<file path="src/rtl/demux_rr_dispatcher_if.sv">
// -----------------------------------------------------------------------------
// demux_rr_dispatcher_if
//
// Purpose: bundles the source stream, the four sink lanes and the per-channel
// transfer counters of the round-robin demux dispatcher into one interface.
//
// Signals:
//   s_valid / s_ready / s_data  - single producer stream (valid/ready)
//   m_valid[3:0] / m_ready[3:0] - per-channel sink handshake (m_valid one-hot or 0)
//   m_data                      - held word, broadcast to every channel
//   sel[1:0]                    - demux select (channel owning the held word)
//   cnt0..cnt3                  - wrapping 8-bit per-channel transfer counts
//   chan_en[3:0]                - channel enable mask, only when the
//                                 DEMUX_DISPATCH_MASK_EN macro is defined
//
// Modports:
//   slave  - the dispatcher side (consumes source, drives sinks)
//   master - the environment side (producer + consumers)
// -----------------------------------------------------------------------------
interface demux_rr_dispatcher_if #(
    parameter int DATA_W = 8
);
    logic              s_valid;
    logic              s_ready;
    logic [DATA_W-1:0] s_data;
    logic [3:0]        m_valid;
    logic [3:0]        m_ready;
    logic [DATA_W-1:0] m_data;
    logic [1:0]        sel;
    logic [7:0]        cnt0;
    logic [7:0]        cnt1;
    logic [7:0]        cnt2;
    logic [7:0]        cnt3;
`ifdef DEMUX_DISPATCH_MASK_EN
    logic [3:0]        chan_en;

    modport slave (
        input  s_valid, s_data, m_ready, chan_en,
        output s_ready, m_valid, m_data, sel, cnt0, cnt1, cnt2, cnt3
    );

    modport master (
        output s_valid, s_data, m_ready, chan_en,
        input  s_ready, m_valid, m_data, sel, cnt0, cnt1, cnt2, cnt3
    );
`else
    modport slave (
        input  s_valid, s_data, m_ready,
        output s_ready, m_valid, m_data, sel, cnt0, cnt1, cnt2, cnt3
    );

    modport master (
        output s_valid, s_data, m_ready,
        input  s_ready, m_valid, m_data, sel, cnt0, cnt1, cnt2, cnt3
    );
`endif
endinterface

</file>
<file path="src/rtl/demux_rr_dispatcher.sv">
// -----------------------------------------------------------------------------
// demux_rr_dispatcher
//
// Purpose: accepts words from one valid/ready source, holds each word in a
// single register and offers it to exactly one of four sink channels in strict
// round-robin order. A word waits for its own channel; it is never redirected.
// A sink transfer and a source transfer in the same cycle pass straight
// through, giving one word per cycle when the sinks are ready.
//
// Ports:
//   clk    - rising-edge clock
//   rst_n  - asynchronous active-low reset (s_ready forced low while asserted)
//   bus    - demux_rr_dispatcher_if.slave (source, sinks, sel, counters)
//
// Configuration:
//   DEMUX_DISPATCH_MASK_EN - when defined, bus.chan_en restricts the target to
//   the first enabled channel at or after the rotation pointer. The mask is
//   sampled only at capture; an all-zero mask blocks every capture.
// -----------------------------------------------------------------------------
module demux_rr_dispatcher #(
    parameter int DATA_W = 8
) (
    input  logic                    clk,
    input  logic                    rst_n,
    demux_rr_dispatcher_if.slave    bus
);

    typedef enum logic {
        ST_EMPTY = 1'b0,
        ST_FULL  = 1'b1
    } state_e;

    state_e            state_q;
    state_e            state_d;
    logic [1:0]        ptr_q;
    logic [1:0]        ptr_d;
    logic [1:0]        sel_q;
    logic [1:0]        sel_d;
    logic [DATA_W-1:0] hold_q;
    logic [DATA_W-1:0] hold_d;
    logic [3:0]        m_valid_q;
    logic [3:0]        m_valid_d;
    logic [3:0][7:0]   cnt_q;
    logic [3:0][7:0]   cnt_d;

    logic [1:0]        target_s;
    logic              eligible_s;
    logic              s_ready_s;
    logic              src_xfer_s;
    logic              snk_xfer_s;

`ifdef DEMUX_DISPATCH_MASK_EN
    // Returns {found, index} of the first enabled channel searching
    // start, start+1, start+2, start+3 (mod 4). The loop runs downward so the
    // smallest offset is the one left in the result.
    function automatic logic [2:0] first_enabled(input logic [1:0] start,
                                                 input logic [3:0] en);
        logic [2:0] res;
        logic [1:0] idx;
        res = {1'b0, start};
        for (int i = 3; i >= 0; i--) begin
            idx = start + 2'(i);
            res = en[idx] ? {1'b1, idx} : res;
        end
        return res;
    endfunction

    logic [2:0] search_s;

    // Target channel: first enabled channel from the rotation pointer.
    always_comb begin
        search_s   = first_enabled(ptr_q, bus.chan_en);
        eligible_s = search_s[2];
        target_s   = search_s[1:0];
    end
`else
    // Target channel: every channel is eligible, so the pointer is the target.
    always_comb begin
        eligible_s = 1'b1;
        target_s   = ptr_q;
    end
`endif

    // Handshake qualifiers; s_ready is held low for the whole reset assertion.
    always_comb begin
        snk_xfer_s = (state_q == ST_FULL) && bus.m_ready[sel_q];
        if (rst_n && eligible_s) begin
            if (state_q == ST_EMPTY) begin
                s_ready_s = 1'b1;
            end else begin
                s_ready_s = bus.m_ready[sel_q];
            end
        end else begin
            s_ready_s = 1'b0;
        end
        src_xfer_s = bus.s_valid && s_ready_s;
    end

    // FSM state register.
    always_ff @(posedge clk or negedge rst_n) begin
        if (!rst_n) begin
            state_q <= ST_EMPTY;
        end else begin
            state_q <= state_d;
        end
    end

    // FSM next-state logic: a capture always leaves FULL, a lone drain empties.
    always_comb begin
        state_d = state_q;
        case (state_q)
            ST_EMPTY: begin
                if (src_xfer_s) begin
                    state_d = ST_FULL;
                end else begin
                    state_d = ST_EMPTY;
                end
            end
            ST_FULL: begin
                if (snk_xfer_s && !src_xfer_s) begin
                    state_d = ST_EMPTY;
                end else begin
                    state_d = ST_FULL;
                end
            end
            default: begin
                state_d = ST_EMPTY;
            end
        endcase
    end

    // FSM output logic: next-cycle one-hot valid, registered below so m_valid
    // comes straight from a flop.
    always_comb begin
        if (state_d == ST_FULL) begin
            m_valid_d = 4'b0001 << sel_d;
        end else begin
            m_valid_d = 4'b0000;
        end
    end

    // Datapath next-state: capture word/select/pointer and bump the counter of
    // the channel that just took its word.
    always_comb begin
        hold_d = hold_q;
        sel_d  = sel_q;
        ptr_d  = ptr_q;
        cnt_d  = cnt_q;
        if (src_xfer_s) begin
            hold_d = bus.s_data;
            sel_d  = target_s;
            ptr_d  = target_s + 2'd1;
        end else begin
            hold_d = hold_q;
        end
        if (snk_xfer_s) begin
            cnt_d[sel_q] = cnt_q[sel_q] + 8'd1;
        end else begin
            cnt_d = cnt_q;
        end
    end

    // Datapath registers; reset discards any held word without counting it.
    always_ff @(posedge clk or negedge rst_n) begin
        if (!rst_n) begin
            hold_q    <= {DATA_W{1'b0}};
            sel_q     <= 2'd0;
            ptr_q     <= 2'd0;
            m_valid_q <= 4'b0000;
            cnt_q     <= {4{8'd0}};
        end else begin
            hold_q    <= hold_d;
            sel_q     <= sel_d;
            ptr_q     <= ptr_d;
            m_valid_q <= m_valid_d;
            cnt_q     <= cnt_d;
        end
    end

    assign bus.s_ready = s_ready_s;
    assign bus.m_valid = m_valid_q;
    assign bus.m_data  = hold_q;
    assign bus.sel     = sel_q;
    assign bus.cnt0    = cnt_q[0];
    assign bus.cnt1    = cnt_q[1];
    assign bus.cnt2    = cnt_q[2];
    assign bus.cnt3    = cnt_q[3];

endmodule
</file>
<file path="src/flat_wrapper.sv">
// flat-port wrapper written by rule: the top's interface ports become plain ports
module demux_rr_dispatcher_flat 
#(
    parameter int DATA_W = 8
)
  (clk, rst_n, bus_s_valid, bus_s_data, bus_m_ready, bus_s_ready, bus_m_valid, bus_m_data, bus_sel, bus_cnt0, bus_cnt1, bus_cnt2, bus_cnt3);
  demux_rr_dispatcher_if #(.DATA_W(DATA_W)) bus_i ();
  input  logic clk;
  input  logic rst_n;
  input wire logic [$bits(bus_i.s_valid)-1:0] bus_s_valid;
  input wire logic [$bits(bus_i.s_data)-1:0] bus_s_data;
  input wire logic [$bits(bus_i.m_ready)-1:0] bus_m_ready;
  output wire logic [$bits(bus_i.s_ready)-1:0] bus_s_ready;
  output wire logic [$bits(bus_i.m_valid)-1:0] bus_m_valid;
  output wire logic [$bits(bus_i.m_data)-1:0] bus_m_data;
  output wire logic [$bits(bus_i.sel)-1:0] bus_sel;
  output wire logic [$bits(bus_i.cnt0)-1:0] bus_cnt0;
  output wire logic [$bits(bus_i.cnt1)-1:0] bus_cnt1;
  output wire logic [$bits(bus_i.cnt2)-1:0] bus_cnt2;
  output wire logic [$bits(bus_i.cnt3)-1:0] bus_cnt3;
  assign bus_i.s_valid = bus_s_valid;
  assign bus_i.s_data = bus_s_data;
  assign bus_i.m_ready = bus_m_ready;
  assign bus_s_ready = bus_i.s_ready;
  assign bus_m_valid = bus_i.m_valid;
  assign bus_m_data = bus_i.m_data;
  assign bus_sel = bus_i.sel;
  assign bus_cnt0 = bus_i.cnt0;
  assign bus_cnt1 = bus_i.cnt1;
  assign bus_cnt2 = bus_i.cnt2;
  assign bus_cnt3 = bus_i.cnt3;
  demux_rr_dispatcher #(.DATA_W(DATA_W)) u_core (.clk(clk), .rst_n(rst_n), .bus(bus_i));
endmodule
</file>
<file path="config.mk">
export PLATFORM = sky130hd
export DESIGN_NAME = demux_rr_dispatcher_flat
export DESIGN_NICKNAME = d
export VERILOG_FILES = /design/src/rtl/demux_rr_dispatcher_if.sv /design/src/rtl/demux_rr_dispatcher.sv /design/src/flat_wrapper.sv
export SDC_FILE = /design/constraint.sdc
export NUM_CORES = 1
export LEC_CHECK = 0
export CAP_MARGIN = 20
export CORE_MARGIN = 4
export CORE_UTILIZATION = 43
export DETAILED_ROUTE_END_ITERATION = 12
export GPL_ROUTABILITY_DRIVEN = 0
export PLACE_DENSITY = 0.76
export SYNTH_ARGS = -nofsm -noshare
export SYNTH_HDL_FRONTEND = slang
export SYNTH_SLANG_ARGS = --single-unit
</file>
<file path="constraint.sdc">
create_clock -name clk -period 2.02 [get_ports clk]
set_clock_uncertainty 0.15 [all_clocks]
set_input_delay 0.404 -clock clk [delete_from_list [all_inputs] [get_ports clk]]
set_output_delay 0.404 -clock clk [all_outputs]
set_load 0.03 [all_outputs]
</file>
After elaboration in Yosys (flattened, before gate mapping) --
Cells that the tools add are included.
Word-level totals: input bits 15, output and inout bits 47, flip-flop bits (word level) 49, logic and storage cells 34
Operators by class: reduce and logical (&&, ||, !) cells 5, magnitude comparators 2, bitwise logic cells 1, shifts and indexed selects 1, add/sub/neg operators 2, mux-type cells 14
Operators by type and width (number):
- 32-bit bitwise mux | 1
- 8-bit binary-select mux with 2-bit select | 1
- 8-bit demux with 2-bit select | 1
- 8-bit 2-to-1 mux | 2
- 8-bit by 1-bit adder with 8-bit output (second input constant) | 1
- 1-bit 2-to-1 mux | 5
- 1-bit logical AND | 4
- 4-bit 2-to-1 mux | 1
- 1-bit by 2-bit left shift with 4-bit output (first input constant) | 1
- 2-bit by 3-bit less-than comparator with 1-bit output (second input constant) | 1
- 2-bit by 1-bit adder with 2-bit output (second input constant) | 1
- 1-bit binary-select mux with 2-bit select | 1
- 2-bit by 1-bit greater-or-equal comparator with 1-bit output (second input constant) | 1
- 2-bit 2-to-1 mux | 1
- 1-bit case mux with 2 select lines | 1
- 1-bit zero test | 1
- 1-bit inverter | 1

Depth between registers and ports, before layout --
depth after elaboration 10, depth in mapped cells 7, gate-level depth less buffers 6

Worst setup path after synthesis --
Ideal clock, no wire load.
kind reg-to-output, from register u_core.sel_q[0] (netlist: u_core.bus.sel[0]), to output port bus_s_ready, path buffers 2, data arrival time 1.746 ns, stages on the path, launching flop included 6, data required time 1.466 ns, setup slack -0.280 ns, cell sequence dfrtp_1 > buf_6 > mux4_2 > nand2b_1 > buf_2 > and2_1
Between the ends: longest elaborated chain between the ends 4
Ends and longest elaborated chain:
- start, declared | line demux_rr_dispatcher.sv:37 | logic [1:0] sel_q;
- start signal, assigned | line demux_rr_dispatcher.sv:173 | sel_q <= sel_d;
- 1-bit binary-select mux with 2-bit select | line demux_rr_dispatcher.sv:91 | s_ready_s = bus.m_ready[sel_q];
- 1-bit 2-to-1 mux (implied by the code) | line demux_rr_dispatcher.sv:91
- 1-bit 2-to-1 mux | line demux_rr_dispatcher.sv:88 | if (state_q == ST_EMPTY) begin
- 1-bit 2-to-1 mux | line demux_rr_dispatcher.sv:87 | if (rst_n && eligible_s) begin
- end, declared | line flat_wrapper.sv:13 | output wire logic [$bits(bus_i.s_ready)-1:0] bus_s_ready;
Every way passes these cells. The select of a mux whose other input is x is not followed.

Worst setup path in the final report --
Same ends and word-level chain as after synthesis.

==> impl_metrics.json <==
{
  "status": "complete, but fails checks",
  "violations": "negative setup slack",
  "critPathTopFamily": "multiplexers",
  "num_antenna_cells": 0,
  "grt_pass1_vias": 1770,
  "port-buffer-count": 61,
  "slowest_stage": "mux4_2",
  "synth_seq_area_share": 0.5613,
  "dp_cells": 310,
  "nets": 282,
  "hp-class": "in2async",
  "rsz0062_at_grt": "yes",
  "grtUsageTotal": 0.1952,
  "synth_area_sq_mm": 0.002185,
  "max-slew-margin-rel": 0.5870,
  "die_h_um": 79.28,
  "synth_cells": 180,
  "cts_tree": "done",
  "clock_path_buffers": 2,
  "hold_ws_ps": 236.8,
  "ios": 62,
  "p_leak_nw": 1.467,
  "period_minus_slack_ps": 2148,
  "fillers": 343,
  "drt_first_pass_iters": 4,
  "grt_max_degree": 50,
  "area_delta_synth_final_pct": 56.19,
  "yosys_warnings": 0,
  "finalHoldViolCount": 0,
  "power_density_mw_per_mm2": 1939,
  "dpl_worst_slack_ps": -698.5,
  "synth_top_area_cell": "dfrtp_1",
  "final_util": 0.7083,
  "critPathKind": "reg2out",
  "avgSynthCellArea_sq_um": 12.14,
  "finalSetupViolations": 24,
  "synthDominantCellAreaShare": 0.5613,
  "drtIter0Drc": 99,
  "path_cells": "mux4_2 > nand2b_4 > and2_4 > buf_6",
  "wl_um": 5656,
  "start_util": 0.4535,
  "critPathLaunchType": "register",
  "htreeDepth": 2,
  "clock_latency_ps": 300,
  "ys_seq_elements": 49,
  "slowest_delay_ps": 490,
  "crit_buf_inv": 1,
  "required_ps": 1470,
  "avgViaCountPerCell": 5.084,
  "syn-num-nets": 196,
  "drc": 0,
  "cts-root-buf": "clkbuf_8",
  "drv_cap": 0,
  "crit_path_end_kind": "output port",
  "ant_nets": 0,
  "grt_overflow": 0,
  "num_rows": 25,
  "worst_pin_slew_ps": 619.5,
  "path_clk_slew_ps": 90,
  "totalPowerFinal_w": 0.006615,
  "synthTopCellsByArea": "dfrtp_1 (56%), mux4_2 (9.3%), mux2_2 (6.2%)",
  "finalNonFillerCells": 334,
  "antenna_found_initial": 0,
  "die-area_sq_mm": 0.006285,
  "die_w_um": 79.28,
  "vias": 1698,
  "layout_setup_ws_ps": -128.3,
  "clock_sinks": 49,
  "slew_viol_final": 0,
  "drive_gt1_frac": 0.3258,
  "cts_made_buffers": 5,
  "postCtsHoldBufs": 0,
  "vdd_ir_drop_max_uv": 1015,
  "synth_cell_types": 30,
  "coreArea_sq_mm": 0.004817,
  "crit_fanout": 2,
  "fin_crit_sh": 1.064,
  "wl_per_cell_um": 16.93,
  "grt_pass1_wl_um": 9315,
  "dp_hpwl_um": 3619,
  "clock.fmax_mhz": 465.5,
  "critPathArrivalTime_ps": 1590
}
==> metal layers <==
metal	GRT usage	up-vias	part of all wire
met1	0.2675	849	0.45
met4	0.05155	0	0.0099
met2	0.3173	41	0.50
met3	0.04082	5	0.036
li1	-	803	-
met5	0	-	0
==> what timing repair did <==
item,CTS,global route
setup endpoints to repair,38,33
setup buffers,10,7
gates cloned,2,0
pin swaps,16,15
resized for setup,31,22
==> state kept, by name, summed over array words and instances, names as in the netlist <==
signal / count
u_core.bus.cnt2: 8
u_core.bus.cnt0: 8
u_core.bus.m_data: 8
u_core.ptr_q: 2
u_core.bus.cnt3: 8
u_core.state_q: 1
u_core.bus.sel: 2
u_core.bus.cnt1: 8
u_core.bus.m_valid: 4
==> worst paths after layout <==
path	from	to	slack, ps	cells past startpoint
worst min-delay path	rst_n	u_core.state_q	240	3
worst max register to register	u_core.bus.sel[0]	u_core.bus.cnt0[6]	-80	8
min in group clk	u_core.bus.m_data[2]	u_core.bus.m_data[2]	360	1
worst min register to register	u_core.bus.m_data[2]	u_core.bus.m_data[2]	360	1
worst max-delay path	u_core.bus.sel[0]	bus_s_ready	-130	4
max in group asynchronous	rst_n	u_core.bus.sel[0]	1020	3
==> through the flow <==
| stage | setup TNS, ps | cell area (sq um) |
|---|---|---|
| 5_1_grt | -2515 | 3412 |
| 2_1_floorplan | -312.3 | 2267 |
| 4_1_cts | -1105 | 3287 |
| 3_3_place_gp | -7394 | 2995 |
| 6_report | -779.3 | 3412 |
| 3_5_place_dp | -8449 | 2995 |
==> report_power, final <==
group | total [W] | leakage [nW] | switching (W) | internal (W)
Clock | 0.000547 | 0.0395 | 0.000301 | 0.000247
Sequential | 0.00174 | 0.608 | 0.000335 | 0.00140
Combinational | 0.00433 | 0.820 | 0.00228 | 0.00205
Total | 0.00662 | 1.47 | 0.00292 | 0.00370
==> synthesized netlist by cell type <==
library cell   n
nand2b_1       1
o31ai_1        1
xnor2_1        3
nor3_4         1
xor2_1         2
xnor2_2        3
nand3_1        5
a21oi_1        7
o32ai_1        1
mux4_2         9
o21ai_0       11
nand2_2        1
nor2_1        10
nor4bb_1       1
nand2_1       30
ha_1           1
and3_1         1
clkbuf_1       4
nand4b_1       1
dfrtp_1       49
nand3b_1       1
buf_2          4
nand4_1        2
o21ai_1       12
buf_6          3
mux2_2        12
nand3_2        1
mux2_1         1
inv_1          1
and2_1         1
==> cell type report <==
cell class,instances,area [sq um],area share
Clock buffer,8,80.08,0.02347
Tap cell,67,83.83,0.02457
Inverter,1,3.754,0.001100
Sequential cell,49,1227,0.3597
Timing Repair Buffer,90,892.1,0.2615
Multi-Input combinational cell,119,1125,0.3297
==> worst register-to-register path: stages (launching register included) <==
cell and delay, ps:
dfrtp_2 390, buf_6 110, buf_12 110, mux4_2 590, ha_4 240, nand2_4 70
nor2_4 50, xnor2_4 180, a21oi_1 90
==> cell families (layout without fill, tap and decap cells) <==
group / after synthesis / count (layout) / synth area share
simple gates: 56 / 56 / 0.1214
mux: 22 / 22 / 0.1598
fa+ha+maj: 1 / 1 / 0.005726
compound gates: 32 / 32 / 0.07617
buf+inv: 12 / 99 / 0.03321
xor+xnor: 8 / 8 / 0.04239
flops: 49 / 49 / 0.5613
==> placed cells by master (no fill, tap or decap), types with 2 or more instances in the layout <==
cell and instances:
clkdlybuf4s50_1 53, dfrtp_1 48, nand2_1 28, buf_4 21
o21ai_1 12, mux2_4 10, mux4_2 9, nor2_1 8
o21ai_2 6, a21oi_1 6, buf_6 6, o21ai_0 5
clkbuf_8 5, dlygate4sd2_1 5, nand3_4 3, xnor2_4 3
mux2_2 3, clkbuf_1 3, buf_12 3, nand3_1 2
xnor2_1 2, nand4_1 2, nand2_4 2, nor2_4 2
xor2_4 2
No activity file was read; power rests on OpenSTA's default activity.
